`src/rtl/aurora_pkg.sv`:
```
// Shared Aurora types: channel-init phase codes, per-lane encoder selects,
// and a small constant helper used to size counters.
package aurora_pkg;

  localparam int INIT_STATE_W = 3;
  localparam int TX_SEL_W     = 3;

  typedef enum logic [INIT_STATE_W-1:0] {
    ST_RESET  = 3'd0,
    ST_ALIGN  = 3'd1,
    ST_BOND   = 3'd2,
    ST_VERIFY = 3'd3,
    ST_READY  = 3'd4
  } init_state_t;

  typedef enum logic [TX_SEL_W-1:0] {
    TX_OFF    = 3'd0,
    TX_INIT   = 3'd1,
    TX_BOND   = 3'd2,
    TX_VERIFY = 3'd3,
    TX_DATA   = 3'd4
  } tx_sel_t;

  // Largest of three integers, used for counter width elaboration
  function automatic int maxOf3(input int a, input int b, input int c);
    int m;
    m = a;
    if (b > m) m = b;
    if (c > m) m = c;
    return m;
  endfunction

endpackage

```
`src/rtl/aurora_lane_mask.sv`:
```
// Effective lane mask: either the raw lane_select or, in single-lane mode,
// only its lowest set bit. Also flags whether more than one lane remains.
module aurora_lane_mask
  import aurora_pkg::*;
#(
  parameter int MAX_LINKS = 2
) (
  input  logic                 single_lane_i,
  input  logic [MAX_LINKS-1:0] lane_select_i,
  output logic [MAX_LINKS-1:0] eff_mask_o,
  output logic                 multi_lane_o
);

  // x & -x isolates the lowest set bit; x & (x-1) is nonzero iff >1 bit set
  always_comb begin
    eff_mask_o = lane_select_i;
    if (single_lane_i) begin
      eff_mask_o = lane_select_i & (~lane_select_i + MAX_LINKS'(1));
    end
    multi_lane_o = ((eff_mask_o & (eff_mask_o - MAX_LINKS'(1))) != '0);
  end

endmodule

```
`src/rtl/aurora_channel_init_ctrl.sv`:
```
// Simplex TX channel-initialisation sequencer: RESET -> ALIGN -> (BOND) ->
// VERIFY -> READY, driven by the receiver sideband flags.
// Optional per-phase watchdog enabled by defining AURORA_INIT_WATCHDOG_EN.
module aurora_channel_init_ctrl
  import aurora_pkg::*;
#(
  parameter int MAX_LINKS    = 2,
  parameter int RESET_HOLD   = 16,
  parameter int VERIFY_MIN   = 64,
  parameter int INIT_TIMEOUT = 4096
) (
  input  logic                          clk,
  input  logic                          rst_n,
  input  logic                          single_lane,
  input  logic [MAX_LINKS-1:0]          lane_select,
  input  logic                          simplex_aligned,
  input  logic                          simplex_bonded,
  input  logic                          simplex_verified,
  input  logic                          simplex_reset,
  output logic [MAX_LINKS*TX_SEL_W-1:0] lane_tx_sel,
  output logic [MAX_LINKS-1:0]          lane_active,
  output logic                          channel_init_finished,
  output logic                          axi_ready,
  output logic [INIT_STATE_W-1:0]       init_state,
  output logic                          init_timeout
);

  localparam int CNT_W = $clog2(maxOf3(RESET_HOLD, VERIFY_MIN, INIT_TIMEOUT) + 1);
  localparam logic [CNT_W-1:0] HOLD_LAST   = CNT_W'(RESET_HOLD - 1);
  localparam logic [CNT_W-1:0] VERIFY_LAST = CNT_W'(VERIFY_MIN - 1);
  localparam logic [CNT_W-1:0] VERIFY_SAT  = CNT_W'(VERIFY_MIN);

  localparam logic [INIT_STATE_W-1:0] S_RESET  = ST_RESET;
  localparam logic [INIT_STATE_W-1:0] S_ALIGN  = ST_ALIGN;
  localparam logic [INIT_STATE_W-1:0] S_BOND   = ST_BOND;
  localparam logic [INIT_STATE_W-1:0] S_VERIFY = ST_VERIFY;
  localparam logic [INIT_STATE_W-1:0] S_READY  = ST_READY;

  logic [INIT_STATE_W-1:0]       state_q, state_d;
  logic [CNT_W-1:0]              cnt_q, cnt_d;
  logic [MAX_LINKS-1:0]          laneActive_q, laneActive_d;
  logic                          multiLane_q, multiLane_d;
  logic [MAX_LINKS*TX_SEL_W-1:0] txSel_q, txSel_d;
  logic                          finished_q;
  logic [TX_SEL_W-1:0]           selCode;
  logic [MAX_LINKS-1:0]          effMask;
  logic                          effMulti;

  aurora_lane_mask #(
    .MAX_LINKS(MAX_LINKS)
  ) u_lane_mask (
    .single_lane_i(single_lane),
    .lane_select_i(lane_select),
    .eff_mask_o   (effMask),
    .multi_lane_o (effMulti)
  );

`ifdef AURORA_INIT_WATCHDOG_EN
  localparam logic [CNT_W-1:0] TIMEOUT_LAST = CNT_W'(INIT_TIMEOUT - 1);

  logic [CNT_W-1:0] wdog_q, wdog_d;
  logic             seen_q, seen_d;
  logic             timeout_q;
  logic             inPhase;
  logic             wdogExpire;

  // Watchdog fires on the last allowed cycle of a waiting phase; VERIFY is
  // exempt once the receiver has reported verification at least once
  always_comb begin
    inPhase    = (state_q == S_ALIGN) || (state_q == S_BOND) || (state_q == S_VERIFY);
    wdogExpire = inPhase && (wdog_q == TIMEOUT_LAST) &&
                 !((state_q == S_VERIFY) && (seen_q || simplex_verified));
  end

  // Phase age and verified-seen flag restart on every state change
  always_comb begin
    wdog_d = wdog_q;
    seen_d = seen_q;
    if ((state_d != state_q) || simplex_reset) begin
      wdog_d = '0;
      seen_d = 1'b0;
    end else if (inPhase) begin
      wdog_d = wdog_q + CNT_W'(1);
      if ((state_q == S_VERIFY) && simplex_verified) seen_d = 1'b1;
    end
  end

  // Watchdog registers; the timeout pulse is suppressed by a channel restart
  always_ff @(posedge clk or negedge rst_n) begin
    if (!rst_n) begin
      wdog_q    <= '0;
      seen_q    <= 1'b0;
      timeout_q <= 1'b0;
    end else begin
      wdog_q    <= wdog_d;
      seen_q    <= seen_d;
      timeout_q <= wdogExpire && !simplex_reset;
    end
  end

  assign init_timeout = timeout_q;
`else
  assign init_timeout = 1'b0;
`endif

  // Phase sequencing with restart > watchdog > normal transitions
  always_comb begin
    state_d = state_q;
    cnt_d   = cnt_q;
    case (state_q)
      S_RESET: begin
        if (cnt_q == HOLD_LAST) begin
          cnt_d = '0;
          if (effMask != '0) state_d = S_ALIGN;
        end else begin
          cnt_d = cnt_q + CNT_W'(1);
        end
      end
      S_ALIGN: begin
        if (simplex_aligned) state_d = multiLane_q ? S_BOND : S_VERIFY;
      end
      S_BOND: begin
        if (!simplex_aligned)    state_d = S_RESET;
        else if (simplex_bonded) state_d = S_VERIFY;
      end
      S_VERIFY: begin
        if (cnt_q != VERIFY_SAT) cnt_d = cnt_q + CNT_W'(1);
        if (!simplex_aligned) begin
          state_d = S_RESET;
        end else if (simplex_verified && (cnt_q >= VERIFY_LAST)) begin
          state_d = S_READY;
        end
      end
      S_READY: begin
        if (!simplex_aligned || !simplex_verified) state_d = S_RESET;
      end
      default: state_d = S_RESET;
    endcase
`ifdef AURORA_INIT_WATCHDOG_EN
    if (wdogExpire) state_d = S_RESET;
`endif
    if (state_d != state_q) cnt_d = '0;
    if (simplex_reset) begin
      state_d = S_RESET;
      cnt_d   = '0;
    end
  end

  // Lane configuration latches on RESET->ALIGN; outputs follow the next state
  always_comb begin
    laneActive_d = laneActive_q;
    multiLane_d  = multiLane_q;
    if (state_d == S_RESET) begin
      laneActive_d = '0;
      multiLane_d  = 1'b0;
    end else if (state_q == S_RESET) begin
      laneActive_d = effMask;
      multiLane_d  = effMulti;
    end
    case (state_d)
      S_ALIGN:  selCode = TX_INIT;
      S_BOND:   selCode = TX_BOND;
      S_VERIFY: selCode = TX_VERIFY;
      S_READY:  selCode = TX_DATA;
      default:  selCode = TX_OFF;
    endcase
    txSel_d = '0;
    for (int i = 0; i < MAX_LINKS; i++) begin
      txSel_d[i*TX_SEL_W +: TX_SEL_W] = laneActive_d[i] ? selCode : TX_OFF;
    end
  end

  // State, counter and registered outputs
  always_ff @(posedge clk or negedge rst_n) begin
    if (!rst_n) begin
      state_q      <= S_RESET;
      cnt_q        <= '0;
      laneActive_q <= '0;
      multiLane_q  <= 1'b0;
      txSel_q      <= '0;
      finished_q   <= 1'b0;
    end else begin
      state_q      <= state_d;
      cnt_q        <= cnt_d;
      laneActive_q <= laneActive_d;
      multiLane_q  <= multiLane_d;
      txSel_q      <= txSel_d;
      finished_q   <= (state_d == S_READY);
    end
  end

  assign lane_tx_sel           = txSel_q;
  assign lane_active           = laneActive_q;
  assign channel_init_finished = finished_q;
  assign axi_ready             = finished_q;
  assign init_state            = state_q;

endmodule

```
`config.mk`:
```
export PLATFORM = sky130hd
export DESIGN_NAME = aurora_channel_init_ctrl
export DESIGN_NICKNAME = d
export VERILOG_FILES = /design/src/rtl/aurora_pkg.sv /design/src/rtl/aurora_lane_mask.sv /design/src/rtl/aurora_channel_init_ctrl.sv
export SDC_FILE = /design/constraint.sdc
export NUM_CORES = 1
export LEC_CHECK = 0
export ABC_AREA = 1
export CAP_MARGIN = 30
export CELL_PAD_IN_SITES_DETAIL_PLACEMENT = 0
export CELL_PAD_IN_SITES_GLOBAL_PLACEMENT = 1
export CORE_ASPECT_RATIO = 0.7
export CORE_UTILIZATION = 45
export CTS_BUF_LIST = sky130_fd_sc_hd__clkbuf_4 sky130_fd_sc_hd__clkbuf_8 sky130_fd_sc_hd__clkbuf_16
export DETAILED_ROUTE_END_ITERATION = 10
export DONT_BUFFER_PORTS = 1
export PLACE_DENSITY_LB_ADDON = 0.08
export SLEW_MARGIN = 10
export SYNTH_ARGS = -nofsm -noshare
export SYNTH_HDL_FRONTEND = slang
export SYNTH_HIERARCHICAL = 1
export SYNTH_SLANG_ARGS = --single-unit
```
`constraint.sdc`:
```
create_clock -name clk -period 5.1 [get_ports clk]
set_input_delay 1.53 -clock clk [delete_from_list [all_inputs] [get_ports clk]]
set_output_delay 1.53 -clock clk [all_outputs]
set_load 0.005 [all_outputs]
```
Yosys cells after proc, flatten, opt, wreduce, memory -nomap -nowiden
Cells that the tools add are included.

operators by class
  magnitude comparators = 1
  mux-type cells = 24
  eq/ne operators = 12
  reduce and logical (&&, ||, !) cells = 11
  $add $sub $neg = 3
  bitwise logic cells = 3

operators with widths
  kind                                                   count
  two-way mux 13 bit                                     4
  two-way mux 3 bit                                      11
  case mux 13 bit (2 select lines)                       1
  case mux 3 bit (5 select lines)                        1
  adder 13 x 1 -> 13 bit (second input constant)         1
  equality test 13 x 4 -> 1 bit (second input constant)  1
  >= comparator 13 x 6 -> 1 bit (second input constant)  1
  != test 13 x 7 -> 1 bit (second input constant)        1
  equality test 3 x 2 -> 1 bit (second input constant)   4
  case mux 3 bit (4 select lines)                        1
  equality test 3 x 1 -> 1 bit (second input constant)   2
  equality test 3 bit (second input constant)            2
  zero test 3 bit                                        2
  two-way mux 2 bit                                      3
  nonzero test 2 bit                                     3
  AND 2 bit                                              2
  != test 4 bit (second input constant)                  1
  nonzero test 4 bit                                     1
  two-way mux 1 bit                                      3
  != test 3 bit                                          1
  adder 2 x 1 -> 2 bit (second input constant)           1
  zero test 1 bit                                        2
  NOT 2 bit                                              1
  AND reduction 2 bit                                    1
  3 further kinds                                        3

word-level totals
  register bits after elaboration = 26
  bits of input ports = 9
  output and inout port bits = 14

Longest topological paths before layout
Gate-level depths: netlist (run 1).

  depth after elaboration = 12
  mapped depth = 13
  depth with buffers taken out = 13

Cells and area by module
The synthesis (run 1) kept the hierarchy.

modules (own cells, without submodules)
  module                    sequential area each (sq um)  area an instance (sq um)  times used  cells each
  aurora_channel_init_ctrl  650.6                         1759.2                    1           244
  aurora_lane_mask          0.0                           32.5                      1           6

Least setup slack after synthesis (run 1)
Ideal clock, no wire load.

  path kind = input-to-reg
  from = in lane_select[0]
  to = reg txSel_q[2], in the netlist lane_tx_sel[2]
  setup slack = 2593 ps
  library setup time = 122 ps
  arrival time = 2385 ps
  path buffers = 1
  stages = 9
  cell sequence = buf_4 -> o21ai_0 -> nor2_1 -> nor2_1 -> nand2_2 -> nand2_1 -> nand3_2 -> nand2_1 -> nor2_1

on the way
  word-level cells in the longest chain between the ends = 12
  elaborated cells on any way between the ends = 18
  classes of those cells = add/sub: 1; eq/ne: 4; mux: 9; bitwise: 2; reduce/logical: 2

RTL lines
  item                                                                         RTL line                                                          source
  start, declared                                                              aurora_channel_init_ctrl.sv:15                                    input logic [MAX_LINKS-1:0] lane_select,
  NOT 2 bit                                                                    aurora_lane_mask.sv:18                                            eff_mask_o = lane_select_i & (~lane_select_i + MAX_LINKS'(1));
  adder 2 x 1 -> 2 bit                                                         aurora_lane_mask.sv:18
  AND 2 bit                                                                    aurora_lane_mask.sv:18
  two-way mux 2 bit (*)                                                        aurora_lane_mask.sv:17                                            if (single_lane_i) begin
  nonzero test 2 bit                                                           aurora_channel_init_ctrl.sv:114                                   if (effMask != '0) state_d = S_ALIGN;
  two-way mux 3 bit                                                            aurora_channel_init_ctrl.sv:114
  two-way mux 3 bit                                                            aurora_channel_init_ctrl.sv:112                                   if (cnt_q == HOLD_LAST) begin
  case mux 3 bit (5 select lines)                                              aurora_channel_init_ctrl.sv:110                                   case (state_q)
  two-way mux 3 bit                                                            aurora_channel_init_ctrl.sv:143                                   if (simplex_reset) begin
  equality test 3 bit, or another cell as far along                            aurora_channel_init_ctrl.sv:160                                   case (state_d)
  case mux 3 bit (4 select lines) / two-way mux 2 bit (equally long branches)  aurora_channel_init_ctrl.sv:160, aurora_channel_init_ctrl.sv:153
  two-way mux 3 bit (*)                                                        aurora_channel_init_ctrl.sv:169                                   txSel_d[i*TX_SEL_W +: TX_SEL_W] = laneActive_d[i] ? selCode : TX_OFF;
  named net txSel_d[2]                                                         aurora_channel_init_ctrl.sv:43                                    logic [MAX_LINKS*TX_SEL_W-1:0] txSel_q, txSel_d;
  end signal, assigned                                                         aurora_channel_init_ctrl.sv:187                                   txSel_q <= txSel_d;
  end, declared                                                                aurora_channel_init_ctrl.sv:43

The timed path passes the listed nets; every way through them passes the cells marked *.
A chain may end at the register's enable or synchronous reset.

Worst setup path after layout (run 1)
  from = in lane_select[1]
  to = reg cnt_q[5]

on the way
  word-level cells in the longest chain between the ends = 11
  elaborated cells on any way between the ends = 14
  classes of those cells = add/sub: 1; eq/ne: 2; mux: 6; bitwise: 2; reduce/logical: 3

RTL lines
  item                                                                               RTL line                         source
  NOT 2 bit                                                                          aurora_lane_mask.sv:18
  adder 2 x 1 -> 2 bit                                                               aurora_lane_mask.sv:18
  AND 2 bit                                                                          aurora_lane_mask.sv:18
  two-way mux 2 bit (*)                                                              aurora_lane_mask.sv:17
  named net effMask[1]                                                               aurora_channel_init_ctrl.sv:46   logic [MAX_LINKS-1:0] effMask;
  nonzero test 2 bit (*)                                                             aurora_channel_init_ctrl.sv:114
  two-way mux 3 bit (*)                                                              aurora_channel_init_ctrl.sv:114
  two-way mux 3 bit (*)                                                              aurora_channel_init_ctrl.sv:112
  case mux 3 bit (5 select lines) (*)                                                aurora_channel_init_ctrl.sv:110
  != test 3 bit (*)                                                                  aurora_channel_init_ctrl.sv:142  if (state_d != state_q) cnt_d = '0;
  != test 4 bit (no source line), or another cell as far along                       --
  AND reduction 2 bit (no source line) / two-way mux 13 bit (equally long branches)  --
  end signal, assigned                                                               aurora_channel_init_ctrl.sv:184  cnt_q <= cnt_d;
  end, declared                                                                      aurora_channel_init_ctrl.sv:40   logic [CNT_W-1:0] cnt_q, cnt_d;

Marked as above.

==> results of run 1 <==
-- cell type report --
cell class	instances	share of cell area
multi-input cells	172	0.488
well taps	50	0.0335
clock buffers	3	0.0221
flip-flops and latches	26	0.348
clock inverters	1	0.0161
inverters	46	0.0924
-- cell families after synthesis --
kind of cell	count (synthesis)	share of synthesized area
XOR/XNOR	5	0.0244
adder cells (fa/ha/maj)	2	0.0140
flip-flops	26	0.363
AO/OA/AOI/OAI	14	0.0454
AND/OR/NAND/NOR	150	0.423
buffers and inverters	52	0.128
other	1	0.00209
-- worst max-delay path, delay by kind of cell --
| kind | cells | cell delay, ps |
|---|---|---|
| AO/OA/AOI/OAI | 2 | 200 |
| buffers and inverters | 1 | 40 |
| AND/OR/NAND/NOR | 6 | 940 |
-- layout by cell type (no fill, tap or decap) --
master	instances
sky130_fd_sc_hd__nand2_2	7
sky130_fd_sc_hd__and2_2	1
sky130_fd_sc_hd__nand2_4	1
sky130_fd_sc_hd__nand3_1	18
sky130_fd_sc_hd__nor3_1	3
sky130_fd_sc_hd__ha_1	2
sky130_fd_sc_hd__conb_1	1
sky130_fd_sc_hd__nand4_1	7
sky130_fd_sc_hd__nor3_2	10
sky130_fd_sc_hd__inv_2	3
sky130_fd_sc_hd__bufinv_16	1
sky130_fd_sc_hd__clkbuf_8	3
sky130_fd_sc_hd__nand3_2	5
sky130_fd_sc_hd__dfrtp_1	26
sky130_fd_sc_hd__a21oi_2	1
sky130_fd_sc_hd__nor2_4	3
sky130_fd_sc_hd__nand2_1	56
sky130_fd_sc_hd__inv_1	43
sky130_fd_sc_hd__nand3b_1	1
sky130_fd_sc_hd__o21bai_1	3
sky130_fd_sc_hd__o21ai_0	6
sky130_fd_sc_hd__a21oi_1	2
sky130_fd_sc_hd__nor2_1	37
sky130_fd_sc_hd__xor2_1	5
sky130_fd_sc_hd__nor2_2	1
sky130_fd_sc_hd__o21ai_1	2
-- registers in the layout, summed over array words and instances (netlist names) --
| register | flops |
|---|---|
| lane_active | 2 |
| axi_ready | 1 |
| lane_tx_sel | 6 |
| multiLane_q | 1 |
| cnt_q | 13 |
| init_state | 3 |
-- metrics by stage --
step | worst slack [ps] | hold slack [ps] | utilization | area (sq um) | power, W
after floorplan | 2590 | 522 | - | 1790 | 0.000232
after global placement | 2350 | 580 | 0.490 | 1800 | 0.000234
after detailed placement | 2300 | 564 | 0.490 | 1800 | 0.000234
after CTS | 2560 | 585 | 0.509 | 1870 | 0.000403
after global routing | 2360 | 630 | 0.509 | 1870 | 0.000415
final | 2570 | 584 | 0.509 | 1870 | 0.000399
-- power breakdown --
part	internal, W	switching, W
Sequential	0.000208	0.00000255
Clock	0.000105	0.0000640
Combinational	0.00000738	0.0000119
Total	0.000320	0.0000785
-- path summary, 6_finish.rpt --
kind | start | end | slack [ps] | cells past startpoint
setup / recovery | lane_select[1] | cnt_q[5]$_DFFE_PN0P_ | 2570 | 9
hold / removal | multiLane_q$_DFFE_PN0P_ | multiLane_q$_DFFE_PN0P_ | 580 | 4
setup reg to reg | cnt_q[0]$_DFFE_PN0P_ | cnt_q[5]$_DFFE_PN0P_ | 3030 | 11
min in group asynchronous | rst_n | cnt_q[8]$_DFFE_PN0P_ | 940 | 0
max in group asynchronous | rst_n | lane_tx_sel[2]$_DFF_PN0_ | 4080 | 0
hold reg to reg | multiLane_q$_DFFE_PN0P_ | multiLane_q$_DFFE_PN0P_ | 580 | 4
-- per-layer routing --
metal	vias to the layer above	part of all wire	track usage
li1	764	-	-
met2	32	0.37	0.265
met4	0	0.0046	0.0189
met1	638	0.57	0.331
met3	2	0.060	0.0467
met5	-	0	0
==> flow_summary_export.csv, run 1 <==
group,metric,value,unit
cts,numClockSinks,26,
timing,report.final.setup_viol,0,
timing,grt_setup_unrepaired,"no",
floorplan,core.rowCount,18,
cts,numCtsBuffers,3,
floorplan,chipHeight,54.8,microns
grt,first_global_vias,1268,
route,detail_route.first_pass.iterations,4,
setup_path,timing.critical_path.to_type,"register",
power,cellLeakagePower,0.956,nW
final_layout,final_nets,260,
setup_path,worst-path-max-fanout,13,
logic_synthesis,yosys.area.top_type,"sky130_fd_sc_hd__dfrtp_1",
cts,cts_setup_buffers,0,
logic_synthesis,synth_cell_types,26,
setup_path,cp-start-kind,"input port",
grt,gr-total-overflow,0,
logic_synthesis,register_bit_total_from_synthesis,26,
setup_path,critical-path-slowest-cell,"sky130_fd_sc_hd__nand3_2",
route,wl_final,3910,microns
grt,antenna_found_initial,0,
place,place_congestion,0.781,
final_layout,layout.area.seq,651,sq um
final_layout,filler_cell_count,375,
setup_path,critical_path.max_stage_delay,320,ps
timing,fmax,0.395,GHz
place,placed_cells_incl_taps,294,
logic_synthesis,synth-edff-count,0,
power,worst_ir_drop_vdd,0.163,mV
logic_synthesis,synth_most_common_cell,"sky130_fd_sc_hd__nand2_1",
setup_path,critical_path_required,5280,ps
timing,period_share,0.496,
power,p_per_area,213,nW/um^2
floorplan,design.core.area,3670,sq um
logic_synthesis,postSynthAreaPerCell,7.17,sq um
logic_synthesis,cell_count_after_synthesis,250,
floorplan,floorplan.die_area,4240,sq um
timing,final_period_minus_worst_setup_slack,2530,ps
outcome,outcome,"completed",
final_layout,post_route_cells_drive_above_1_share,0.145,
route,routed_via_density,4.82,
timing,final_skew,4.95,ps
timing,hold_viol,0,
grt,grt_usage,0.203,
floorplan,initial_core_util,0.488,
setup_path,criticalPathCategory,"input port to register",
cts,clkTransAtPathRegs,90,ps
final_layout,multiInputGateArea,912,sq um
setup_path,crit_arrival,2720,ps
timing,setup_tns_final,0,ps
cts,clock_latency,270,ps
setup_path,cp_cell_instances,"inv_1 -> a21oi_2 -> o21ai_0 -> nor2_1 -> nor2_1 -> nand2_2 -> nand2_2 -> nand3_2 -> nor3_1",
grt,grt_start_max_net_pins,27,
grt,wire_length_of_the_first_global_routing_pass,6360,microns
floorplan,io_pins,23,
min_path,min-delay-path-class,"register to register",
logic_synthesis,synth.net_count,261,
logic_synthesis,synth.cell_area,1790,sq um
cts,clock_tree.htree_level_count,1,
place,numPortBuffers,0,
cts,cts_tree,"yes",
final_layout,antenna_cells,0,
flow_run,number_of_violations_of_the_max_capacitance_limit,0,
cts,postCtsResizedCells,0,
route,vias,1436,
final_layout,flow.area_growth_from_synthesis,4.33,%
logic_synthesis,synthesis.yosys.warnings,6,
logic_synthesis,yosys_most_used_dff,"sky130_fd_sc_hd__dfrtp_1",
route,post-route-drc-count,0,
route,drt_first_iter_violations,108,
timing,finalMaxSlewViolations,0,
route,route.detailed.wl_per_inst,13.1,microns
floorplan,die_w,77.4,microns
logic_synthesis,synth_top_cells_by_area,"sky130_fd_sc_hd__dfrtp_1 (36%), sky130_fd_sc_hd__nand2_1 (12%), sky130_fd_sc_hd__inv_1 (9.0%)",
logic_synthesis,synth_top_area_frac,0.363,
logic_synthesis,post_synth_most_frequent_cells,"sky130_fd_sc_hd__nand2_1 (56), sky130_fd_sc_hd__inv_1 (43), sky130_fd_sc_hd__nor2_1 (37), sky130_fd_sc_hd__dfrtp_1 (26), sky130_fd_sc_hd__nand3_1 (18)",
route,postRouteAntennaNets,0,
final_layout,final-instance-count-excl-fill,298,
place,dp_hpwl,2950,microns
cts,ctsHoldBuffers,0,
cts,longest_clk_path_bufs,2,
cts,cts-root-buf,"sky130_fd_sc_hd__clkbuf_8",
logic_synthesis,asyncSetResetFlopFracSynth,1.00,
logic_synthesis,seq_area_frac_synth,0.363,
No activity file was read; power rests on OpenSTA's default activity.
==> inputs of run 2 (changes only) <==
--- a/config.mk
+++ b/config.mk
@@ -10,7 +10,7 @@
 export CELL_PAD_IN_SITES_DETAIL_PLACEMENT = 0
 export CELL_PAD_IN_SITES_GLOBAL_PLACEMENT = 1
 export CORE_ASPECT_RATIO = 0.7
-export CORE_UTILIZATION = 45
+export CORE_UTILIZATION = 41
 export CTS_BUF_LIST = sky130_fd_sc_hd__clkbuf_4 sky130_fd_sc_hd__clkbuf_8 sky130_fd_sc_hd__clkbuf_16
 export DETAILED_ROUTE_END_ITERATION = 10
 export DONT_BUFFER_PORTS = 1
==> constraint.sdc (replaced) <==
create_clock -name clk -period 2.1 [get_ports clk]
set_input_delay 0.63 -clock clk [delete_from_list [all_inputs] [get_ports clk]]
set_output_delay 0.63 -clock clk [all_outputs]
set_load 0.005 [all_outputs]
==> run 2 against run 1 <==
Against the previous run: combinational power is 150% higher; first-iteration DRC count decreased by 1.9%; critical path depth is 4 higher; die area rose by 9.4%; routed wire length rose by 3.5%; worst setup slack got worse by 2300 ps; via count is 5.2% higher; critical path type is now register to register; global-route usage down 0.38 points; non-clock buffer count up 10; sequential cell count stayed put; critical endpoint is now cnt_q[9]$_DFFE_PN0P_.
==> flow_summary_export.csv, run 2 (synthesized netlist as in run 1, its figures left out) <==
group,metric,value,unit
final_layout,final_cell_mix,"sky130_fd_sc_hd__nand2_1 (56), sky130_fd_sc_hd__inv_1 (43), sky130_fd_sc_hd__nor2_1 (37)",
power,p_per_area,507,nW/um^2
setup_path,timing.critical_path.to_type,"register",
timing,final_skew,11.9,ps
route,wl_final,4050,microns
setup_path,cp_cell_instances,"ha_1 -> nand2_2 -> nor2_4 -> inv_2 -> nor2_1 -> nand2_1 -> nor2_1 -> nor2_1 -> nand2_2 -> nand2_2 -> nand3_2 -> buf_4 -> nor3_2",
final_layout,largest_reg_flops,13,
setup_path,crit_arrival,2040,ps
floorplan,design.core.area,4040,sq um
grt,wire_length_of_the_first_global_routing_pass,7000,microns
timing,report.final.setup_viol,0,
grt,grt_start_max_net_pins,27,
place,dp_hpwl,2980,microns
cts,numClockSinks,26,
route,route.detailed.wl_per_inst,13.1,microns
final_layout,flow.area_growth_from_synthesis,8.66,%
setup_path,critical_path_required,2260,ps
floorplan,chipHeight,57.3,microns
floorplan,die_w,81.0,microns
final_layout,layout.cell_area.non_filler,1950,sq um
floorplan,io_pins,23,
min_path,min-delay-path-class,"input port to async pin",
outcome,outcome,"completed",
timing,period_share,0.896,
setup_path,cp-start-kind,"register",
cts,cts_tree,"yes",
place,numPortBuffers,0,
final_layout,antenna_cells,0,
power,worst_ir_drop_vdd,0.330,mV
setup_path,criticalPathCategory,"register to register",
grt,antenna_found_initial,0,
floorplan,initial_core_util,0.443,
power,cellLeakagePower,1.00,nW
place,dpl_cell_area,1880,sq um
route,routed_via_density,4.87,
route,drt_first_iter_violations,106,
cts,clock_latency,280,ps
route,detail_route.first_pass.iterations,4,
setup_path,worst-path-max-fanout,13,
final_layout,post_route_cells_drive_above_1_share,0.178,
cts,longest_clk_path_bufs,2,
cts,ctsHoldBuffers,0,
flow_run,number_of_violations_of_the_max_capacitance_limit,0,
cts,numCtsBuffers,3,
setup_path,critical_path.max_stage_delay,410,ps
grt,gr-total-overflow,0,
grt,first_global_vias,1418,
cts,clock_tree.htree_level_count,1,
final_layout,most_frequent_standard_cell_in_the_layout_excluding_fill_and_tap_cells,"sky130_fd_sc_hd__nand2_1",
final_layout,final_nets,270,
grt,grt_usage,0.199,
route,postRouteAntennaNets,0,
timing,finalMaxSlewViolations,0,
cts,postCtsResizedCells,0,
timing,setup_tns_final,0,ps
cts,clkTransAtPathRegs,100,ps
setup_path,critical-path-slowest-cell,"sky130_fd_sc_hd__dfrtp_1",
timing,grt_setup_unrepaired,"no",
floorplan,floorplan.die_area,4640,sq um
timing,fmax,0.532,GHz
route,vias,1511,
floorplan,core.rowCount,19,
cts,cts-root-buf,"sky130_fd_sc_hd__clkbuf_8",
timing,final_period_minus_worst_setup_slack,1880,ps
route,post-route-drc-count,0,
cts,cts_setup_buffers,0,
final_layout,registers.top_by_ff_count,"cnt_q",
timing,hold_viol,0,
place,place_congestion,0.786,
==> run 2: path summary, 6_finish.rpt <==
kind	slack, ps	start	depth (start not counted)	endpoint
setup / recovery	220	cnt_q[0]$_DFFE_PN0P_	13	cnt_q[9]$_DFFE_PN0P_
hold / removal	30	rst_n	0	cnt_q[10]$_DFFE_PN0P_
setup reg to reg	220	cnt_q[0]$_DFFE_PN0P_	13	cnt_q[9]$_DFFE_PN0P_
hold reg to reg	590	multiLane_q$_DFFE_PN0P_	4	multiLane_q$_DFFE_PN0P_
max in group asynchronous	1980	rst_n	0	lane_tx_sel[0]$_DFF_PN0_
min in group clk	590	multiLane_q$_DFFE_PN0P_	4	multiLane_q$_DFFE_PN0P_
==> run 2: power breakdown <==
part | internal, W | total [W] | switching, W
combinational | 0.0000191 | 0.0000481 | 0.0000290
sequential | 0.000505 | 0.000511 | 0.00000600
clock | 0.000255 | 0.000428 | 0.000173
total | 0.000780 | 0.000987 | 0.000208
==> run 2: area by class of cell <==
class	count	area, sq um
repair buffers	10	75.1
inverters	46	173
well taps	52	65.1
multi-input cells	172	912
clock buffers	3	41.3
flip-flops and latches	26	651
clock inverters	1	30.0
fillers	435	2090
==> run 2: worst max-delay path: cells and delay by family, from the launching register on <==
kind          cells  cell delay, ps
simple gates     10             820
buf+inv           2             300
flops             1             410
fa+ha+maj         1             220
==> run 2: routing by layer <==
metal | global-route usage | vias to the layer above | wire, microns
met1 | 0.337 | 687 | 2270
li1 | - | 782 | -
met5 | 0 | - | 0
met2 | 0.251 | 40 | 1500
met4 | 0.0230 | 0 | 9
met3 | 0.0496 | 2 | 268
==> run 2: metrics by stage <==
stage / util / setup WS (ps) / cells / hold slack, ps / total power, W
4_1_cts: 0.482 / 201 / 310 / 29.3 / 0.000996
5_1_grt: 0.482 / 67.2 / 310 / 16.0 / 0.00102
3_3_place_gp: 0.464 / 218 / 306 / 335 / 0.000570
2_1_floorplan: - / 454 / 250 / 334 / 0.000564
3_5_place_dp: 0.464 / 215 / 306 / 335 / 0.000569
6_report: 0.482 / 219 / 310 / 28.4 / 0.000987
